### src/rtl/otf_pkg.sv
// Shared definitions for the on-the-fly quotient converter.
// Holds the FSM state encoding, the signed-digit payload and decode constants,
// and the digit-count derivation. OTF_ROUND_EN adds one guard digit that is
// consumed by the final round-half-up step.
package otf_pkg;

  typedef enum logic [1:0] {
    ST_IDLE    = 2'd0,
    ST_CONVERT = 2'd1,
    ST_DONE    = 2'd2
  } state_t;

  // One signed quotient digit in plus/minus bit encoding.
  typedef struct packed {
    logic plus;
    logic minus;
  } sd_digit_t;

  // {plus, minus} codes; 2'b11 also decodes to zero.
  localparam logic [1:0] DIG_POS  = 2'b10;
  localparam logic [1:0] DIG_ZERO = 2'b00;
  localparam logic [1:0] DIG_NEG  = 2'b01;

`ifdef OTF_ROUND_EN
  localparam int unsigned ROUND_EXTRA = 1;
`else
  localparam int unsigned ROUND_EXTRA = 0;
`endif

  // Digits accepted per conversion (LAST).
  function automatic int unsigned last_count(input int unsigned digits);
    return digits + ROUND_EXTRA;
  endfunction

endpackage

### src/rtl/otf_quotient_converter_shift_pair.sv
// otf_shift_pair: the Q / QM register pair of the on-the-fly conversion.
// Each step shifts one signed digit in as the new LSB, selecting the source
// register so that QM = Q - 1 is preserved and no carry chain is needed.
// Ports:
//   clk, asyn_reset  clock and synchronous active-high reset
//   init             load Q = 0, QM = -1
//   step             shift in digit (ignored when init is high)
//   digit            signed digit, plus/minus encoding
//   q_next_c         value Q takes at the next edge (combinational)
module otf_shift_pair
  import otf_pkg::*;
#(
  parameter int unsigned W = 65
) (
  input  logic         clk,
  input  logic         asyn_reset,
  input  logic         init,
  input  logic         step,
  input  sd_digit_t    digit,
  output logic [W-1:0] q_next_c
);

  logic [W-1:0] q;
  logic [W-1:0] qm;
  logic [W-1:0] q_nxt;
  logic [W-1:0] qm_nxt;

  // Digit update rule; the MSB falls off, width stays fixed.
  always_comb begin
    q_nxt  = q;
    qm_nxt = qm;
    if (init) begin
      q_nxt  = '0;
      qm_nxt = '1;
    end else if (step) begin
      case ({digit.plus, digit.minus})
        DIG_POS: begin
          q_nxt  = {q[W-2:0], 1'b1};
          qm_nxt = {q[W-2:0], 1'b0};
        end
        DIG_NEG: begin
          q_nxt  = {qm[W-2:0], 1'b1};
          qm_nxt = {qm[W-2:0], 1'b0};
        end
        default: begin
          q_nxt  = {q[W-2:0], 1'b0};
          qm_nxt = {qm[W-2:0], 1'b1};
        end
      endcase
    end
  end

  // Register pair.
  always_ff @(posedge clk) begin
    if (asyn_reset) begin
      q  <= '0;
      qm <= '1;
    end else begin
      q  <= q_nxt;
      qm <= qm_nxt;
    end
  end

  assign q_next_c = q_nxt;

endmodule

### src/rtl/otf_quotient_converter.sv
// otf_quotient_converter: turns the MSD-first signed-digit quotient stream of
// the online divider into a two's-complement word using on-the-fly conversion.
// Optional macro OTF_ROUND_EN: accept one extra digit and round half up, with
// saturation on positive overflow; otherwise the result is truncated.
// Ports:
//   clk, asyn_reset        clock and synchronous active-high reset
//   enable                 global stall; low freezes all state
//   start                  begin (or restart) a conversion
//   digit_valid            q_plus / q_minus carry a digit
//   q_plus, q_minus        signed digit bits
//   digit_ready            digit accepted this cycle if valid (comb.)
//   quotient               result, value = quotient * 2^-DIGITS
//   quotient_valid         one-cycle pulse with a new quotient
//   busy                   conversion in progress
module otf_quotient_converter
  import otf_pkg::*;
#(
  parameter int unsigned DIGITS    = 64,
  parameter int unsigned CNT_WIDTH = 7
) (
  input  logic              clk,
  input  logic              asyn_reset,
  input  logic              enable,
  input  logic              start,
  input  logic              digit_valid,
  input  logic              q_plus,
  input  logic              q_minus,
  output logic              digit_ready,
  output logic [DIGITS:0]   quotient,
  output logic              quotient_valid,
  output logic              busy
);

  localparam int unsigned LAST = last_count(DIGITS);
  localparam int unsigned QW   = LAST + 1;

  state_t               state_q, state_d;
  logic [CNT_WIDTH-1:0] cnt_q, cnt_d;
  logic                 init_c;
  logic                 step_c;
  logic                 load_c;
  logic                 accept_c;
  logic [QW-1:0]        q_next_c;
  logic [DIGITS:0]      result_c;
  sd_digit_t            digit_c;

  assign digit_c     = '{plus: q_plus, minus: q_minus};
  // Depends only on state and enable, never on digit_valid.
  assign digit_ready = enable && (state_q == ST_CONVERT);
  assign accept_c    = digit_ready && digit_valid;

  // Next-state, counter and datapath controls; start overrides any digit.
  always_comb begin
    state_d = state_q;
    cnt_d   = cnt_q;
    init_c  = 1'b0;
    step_c  = 1'b0;
    load_c  = 1'b0;
    if (enable) begin
      case (state_q)
        ST_IDLE: begin
          if (start) begin
            state_d = ST_CONVERT;
            cnt_d   = '0;
            init_c  = 1'b1;
          end
        end
        ST_CONVERT: begin
          if (start) begin
            cnt_d  = '0;
            init_c = 1'b1;
          end else if (accept_c) begin
            step_c = 1'b1;
            cnt_d  = cnt_q + CNT_WIDTH'(1);
            if (cnt_q == CNT_WIDTH'(LAST - 1)) begin
              state_d = ST_DONE;
              load_c  = 1'b1;
            end
          end
        end
        ST_DONE: begin
          if (start) begin
            state_d = ST_CONVERT;
            cnt_d   = '0;
            init_c  = 1'b1;
          end else begin
            state_d = ST_IDLE;
          end
        end
        default: state_d = ST_IDLE;
      endcase
    end
  end

  // State, counter and registered outputs; enable low holds everything.
  always_ff @(posedge clk) begin
    if (asyn_reset) begin
      state_q        <= ST_IDLE;
      cnt_q          <= '0;
      quotient       <= '0;
      quotient_valid <= 1'b0;
      busy           <= 1'b0;
    end else if (enable) begin
      state_q        <= state_d;
      cnt_q          <= cnt_d;
      quotient_valid <= (state_d == ST_DONE);
      busy           <= (state_d == ST_CONVERT);
      if (load_c) quotient <= result_c;
    end
  end

  otf_shift_pair #(.W(QW)) u_pair (
    .clk        (clk),
    .asyn_reset (asyn_reset),
    .init       (init_c),
    .step       (step_c),
    .digit      (digit_c),
    .q_next_c   (q_next_c)
  );

`ifdef OTF_ROUND_EN
  // (Q + 1) >>> 1; only Q = max positive overflows, and it saturates.
  logic [QW-1:0] rnd_sum_c;
  assign rnd_sum_c = q_next_c + QW'(1);
  assign result_c  = (q_next_c == {1'b0, {(QW-1){1'b1}}}) ?
                     {1'b0, {DIGITS{1'b1}}} : rnd_sum_c[QW-1:1];
`else
  assign result_c  = q_next_c;
`endif

endmodule
### config.mk
export PLATFORM = sky130hd
export DESIGN_NAME = otf_quotient_converter
export DESIGN_NICKNAME = d
export VERILOG_FILES = /design/src/rtl/otf_pkg.sv /design/src/rtl/otf_quotient_converter_shift_pair.sv /design/src/rtl/otf_quotient_converter.sv
export SDC_FILE = /design/constraint.sdc
export NUM_CORES = 1
export LEC_CHECK = 0
export ABC_AREA = 1
export BUFFER_PORTS_ARGS = -buffer_cell sky130_fd_sc_hd__buf_4
export CAP_MARGIN = 20
export CELL_PAD_IN_SITES_DETAIL_PLACEMENT = 1
export CELL_PAD_IN_SITES_GLOBAL_PLACEMENT = 1
export CORE_UTILIZATION = 43
export DETAILED_ROUTE_END_ITERATION = 7
export PLACE_DENSITY_LB_ADDON = 0.05
export SYNTH_ARGS = -nofsm -noshare
export SYNTH_HDL_FRONTEND = slang
export SYNTH_HIERARCHICAL = 1
export SYNTH_SLANG_ARGS = --single-unit
### constraint.sdc
create_clock -name clk -period 2.3 [get_ports clk]
set_input_delay 0.115 -clock clk [delete_from_list [all_inputs] [get_ports clk]]
set_output_delay 0.115 -clock clk [all_outputs]
set_load 0.01 [all_outputs]
After elaboration in Yosys (flattened, before gate mapping)
Cells that the tools add are included.
{"block": "totals", "in_bits": 7, "out_inout_bits": 68, "regBits": 205, "romBits": 0, "ramBits": 0, "wordCells": 53, "memories": 0, "latchBits": 0}
{"block": "op_classes", "shift": 0, "n_addsub": 1, "reduce_logical": 9, "multipliers": 0, "n_lt_le_gt_ge": 0, "mux": 27, "div": 0, "bitwise": 0, "n_eq_ne": 9}
{"cell": "$mux 65", "count": 2}
{"cell": "$pmux 65 s2", "count": 1}
{"cell": "$pmux 64 s2", "count": 1}
{"cell": "$mux 7", "count": 3}
{"cell": "$pmux 7 s2", "count": 1}
{"cell": "$mux 1", "count": 13}
{"cell": "$mux 2", "count": 5}
{"cell": "$add 7x1->7 const B", "count": 1}
{"cell": "$eq 7x6->1 const B", "count": 1}
{"cell": "$eq 2x1->1 const B", "count": 3}
{"cell": "$eq 2x2->1 const B", "count": 3}
{"cell": "$pmux 2 s3", "count": 1}
{"cell": "$reduce_and 4->1", "count": 1}
{"cell": "$reduce_or 2->1", "count": 2}
{"cell": "$ne 3x3->1 const B", "count": 1}
{"cell": "$reduce_or 3->1", "count": 1}
{"cell": "$logic_and 1x1->1", "count": 2}
{"cell": "$logic_not 2->1", "count": 1}
{"cell": "$ne 2x1->1 const B", "count": 1}
{"cell": "$reduce_and 2->1", "count": 1}
{"cell": "$reduce_bool 2->1", "count": 1}

Depth between registers and ports, before layout
{"block": "depth", "ltp_word": 9, "depth_mapped": 12, "depth_no_buf": 10}

By module
The synthesis kept the hierarchy.
{"module": "otf_shift_pair", "seq_area_each_um2": 2582.5, "cells_per_inst": 1040, "area_each_um2": 6512.5, "instances": 1}
{"module": "otf_quotient_converter", "seq_area_each_um2": 1521.5, "cells_per_inst": 361, "area_each_um2": 2831.5, "instances": 1}

Least setup slack after synthesis
No wires, ideal clock.
{"block": "synth_path", "kind": "reg2reg", "startpoint": "reg state_q[0]", "endpoint": "reg quotient[36]", "setup_slack_ns": 0.687, "path_stages_with_launch": 12, "arrival_time_ns": 1.497, "period_less_slack_ns": 1.613, "n_path_buf": 2, "t_required_ns": 2.184, "setup_time_ns": 0.116, "cell_sequence": "dfxtp_1 > nand4_2 > nor2_4 > inv_2 > buf_2 > buf_2 > nand2_1 > o21ai_0 > inv_1 > a21oi_1 > o21ai_0 > nor2_1"}
{"block": "synth_via", "elab_chain_cells": 9, "word_cells_on_any_way": 19, "cone_classes": "eq/ne: 2; mux: 12; reduce/logical: 5"}
{"item": "from (decl)", "line_no": "otf_quotient_converter.sv:37", "text": "state_t state_q, state_d;"}
{"item": "from (signal assigned)", "line_no": "otf_quotient_converter.sv:104", "text": "state_q <= state_d;"}
{"item": "$eq 2x1->1 (*)", "line_no": "otf_quotient_converter.sv:49, otf_quotient_converter.sv:60"}
{"item": "$logic_and 1x1->1", "line_no": "otf_quotient_converter.sv:49", "text": "assign digit_ready = enable && (state_q == ST_CONVERT);"}
{"item": "$logic_and 1x1->1", "line_no": "otf_quotient_converter.sv:50", "text": "assign accept_c = digit_ready && digit_valid;"}
{"item": "$mux 1", "line_no": "otf_quotient_converter.sv:72", "text": "end else if (accept_c) begin"}
{"item": "$mux 1", "line_no": "otf_quotient_converter.sv:69", "text": "if (start) begin"}
{"item": "$mux 1 (*)", "line_no": "otf_quotient_converter.sv:60", "text": "case (state_q)"}
{"item": "$mux 1 (*)", "line_no": "otf_quotient_converter.sv:59", "text": "if (enable) begin"}
{"item": "net step_c", "line_no": "otf_quotient_converter.sv:40", "text": "logic step_c;"}
{"item": "$mux 65 (*)", "line_no": "otf_quotient_converter_shift_pair.sv:35", "text": "end else if (step) begin"}
{"item": "$mux 65 (*)", "line_no": "otf_quotient_converter_shift_pair.sv:32", "text": "if (init) begin"}
{"item": "net q_next_c[36]", "line_no": "otf_quotient_converter.sv:43", "text": "logic [QW-1:0] q_next_c;"}
{"item": "to (signal assigned)", "line_no": "otf_quotient_converter.sv:108", "text": "if (load_c) quotient <= result_c;"}
{"item": "to (decl)", "line_no": "otf_quotient_converter.sv:29", "text": "output logic [DIGITS:0] quotient,"}
Mark *: on every way through the listed nets, which the timed path passes. The rest lies on a longest branch.
A chain may end at the register's enable or synchronous reset.

Worst setup path after layout
{"block": "layout_path", "startpoint": "reg state_q[0]", "endpoint": "reg quotient[42]"}
Same word-level chain as after synthesis.

==> run summary <==
Setup crit start: state_q[0]$_SDFFE_PP0P_
Drc violations: 0
DRT antenna net count: 0
DR vias/cell: 5.18
PD cells: 711 mW/mm^2
Syn Nets: 1411
Count leader, synth: nand2_1
Most common cell on crit path: nor2_4
Final TNS setup: 0 ns
Setup-failing EPs final: 0
Final worst-path cycle share: 92.1%
Final wirelength: 26.5 mm
H-Tree Level Count: 1
Ports: 75
Final #Nets: 1459
HPWL after detailed placement: 16.1 mm
Avg Inst Size Synth: 6.67 sq um
Worst hold margin: 0.186 ns
Netlist cell types: 25
Fraction of registers with async set or reset after synthesis: 0%
Synth Cell Area: 0.00934 sq mm
Unrepaired setup endpoints after global routing: no
Wire per inst: 15.3 um
Clock sinks: 205
Setup Buffers After CTS: 0
Root Driver: clkbuf_16
Post-synth EDFFs: 0
Die ar.: 0.0223 sq mm
Largest net degree at the start of global routing: 72
Worst r2r src: state_q[0]$_SDFFE_PP0P_
Max Root-Sink Buffers: 3
Initial antenna violation count: 0
Worst-path cell chain: nand4_2, nor2_4, clkinv_2, nor2_4, buf_4, nand2_1, a21oi_1, o21ai_0, nor2_1
First-pass GRT wire length: 44.6 mm
Worst vdd ir: 0.516 mV
Worst rel slew slack: 68.8%
Top cells by area, synth: dfxtp_1, nand2_1, a21oi_1
Hold Startpoint: digit_valid
R2r setup slk: 0.18 ns
Starting DRT DRC Count: 350
Worst Hold Class: in -> reg
Final Max Tran Viols: 0
Cell count after placement: 1694
GRT Overall Usage: 24.4%
Static Leak: 4.12 nW
Status: finished clean
Core area: 0.0212 sq mm
Die X: 149 um
Crit Path Max Fanout: 24
Hold Crit Endpoint: cnt_q[0]$_SDFFE_PP0P_
Area leader, netlist: dfxtp_1
Fraction of layout cells with a size suffix above 1: 10.7%
DR pass1 iterations: 5
Commonest cells in the netlist: nand2_1, dfxtp_1, a21oi_1
Row count: 53
Reg clk slew, reported paths: 0.06 ns
Area Growth Syn to Fin: 17.7%
Critical path data arrival time: 2.57 ns
Seq/Total Area, Yosys: 43.9%
CTS tree: yes
GRT overflow: 0
Worst skew pair latency: 0.52 ns
FF-to-FF path depth: 9
CP delay by family, top: simple AND/OR/NAND/NOR gates
Design area: 0.0110 sq mm
Final hold violations: 0
Most used DFF post-synth: dfxtp_1
Die height: 149 um
Worst R2R End: quotient[42]$_SDFFE_PP0P_
Hold depth: 5
RD Place Congestion: 0.784
Tmin final: 2.12 ns
Final Skew: 0.0117 ns
Initial Util: 44.2%
Final setup margin: 0.181 ns
Placed Instance Area: 0.0101 sq mm
Critical path type: reg -> reg
Synth top area share: 43.9%
Cell Count, Final, Fillers Out: 1739
Via count: 9000
IO buf count: 74
Vias in the first global route: 8902
Gate Count Post-Synth: 1401
Crit. End Element: flip-flop
CP max stage delay: 0.38 ns
N_diodes: 0
Startpoint Class: flip-flop
Worst slew pin tran: 0.467 ns
WP buf/inv: 2
CTS Buf Count: 24
WP data required: 2.75 ns
Final Core Density: 52.0%
Final Total Pwr: 7.81 mW
CP max-delay cell: dfxtp_1
Max_cap viols: 0
Flops & latches, synth: 205
Synth warn: 6
Place WS: 0.247 ns
Fmax: 0.472 GHz
## logic make-up after synthesis
kind of cell / count (synthesis) / synth area share, %
AOI/OAI and AO/OA: 327 / 17.5
DFF: 205 / 43.9
and+or+nand+nor: 630 / 26.8
buffers and inverters: 236 / 11.4
adders and majority gates: 3 / 0.402
## where the power goes
group / leakage, nW / total (mW) / internal (mW) / switching, mW
clock network: 0.386 / 3.84 / 2.33 / 1.50
logic: 2.08 / 0.383 / 0.118 / 0.265
registers: 1.66 / 3.59 / 3.57 / 0.0184
## worst min-delay path: stages
cell and delay [ns]:
buf_4 0.11, nand4_2 0.12, nand2_2 0.15, nand2_1 0.09, a21oi_1 0.05
## cell type report
type / count / area, sq um
Clock buffer: 36 / 707
Clock inverter: 5 / 78.8
Fill cell: 2761 / 10200
Inverter: 147 / 556
Multi-Input combinational cell: 960 / 4210
Sequential cell: 205 / 4100
Tap cell: 275 / 344
Timing Repair Buffer: 111 / 997
## state kept, by name (all words and copies together) (netlist names)
name,count
state_q,2
quotient_valid,1
busy,1
u_pair/q,65
u_pair/qm,64
cnt_q,7
quotient,65
## placed cells by master (no fill, tap or decap), drive strengths merged
master       count
a21oi          197
buf            107
bufinv           2
clkbuf          36
clkinv           5
dfxtp          205
dlygate4sd3      4
ha               3
inv            145
nand2          401
nand3           73
nand3b           1
nand4            1
nor2           148
nor3             6
o21ai          130
## timing repair
item                       CTS  global route
resized for setup            0             5
hold endpoints to repair     6             0
hold buffers                 4             0
setup endpoints to repair    0             2
## worst max path at each step
| stage | end | slack, ns | cells past startpoint |
|---|---|---|---|
| 3_3_place_gp | quotient[6]$_SDFFE_PP0P_ | 0.30 | 9 |
| 6_report | quotient[42]$_SDFFE_PP0P_ | 0.18 | 9 |
| 2_1_floorplan | quotient[36]$_SDFFE_PP0P_ | 0.69 | 11 |
| 5_1_grt | quotient[44]$_SDFFE_PP0P_ | 0.003 | 11 |
| 4_1_cts | state_q[1]$_SDFFE_PP0P_ | 0.07 | 7 |
| 3_5_place_dp | quotient[6]$_SDFFE_PP0P_ | 0.25 | 9 |
## metal layers
layer  wire length, um  part of all wire (%)  track usage (%)  vias up
met5                 0                     0                0        -
met4               283                   1.1             4.39        0
met3              1000                   3.8             3.38       24
met2             12400                    47             42.1      134
met1             12900                    49             32.6     4296
li1                  -                     -                -     4546
(Power assumes the default switching activity.)
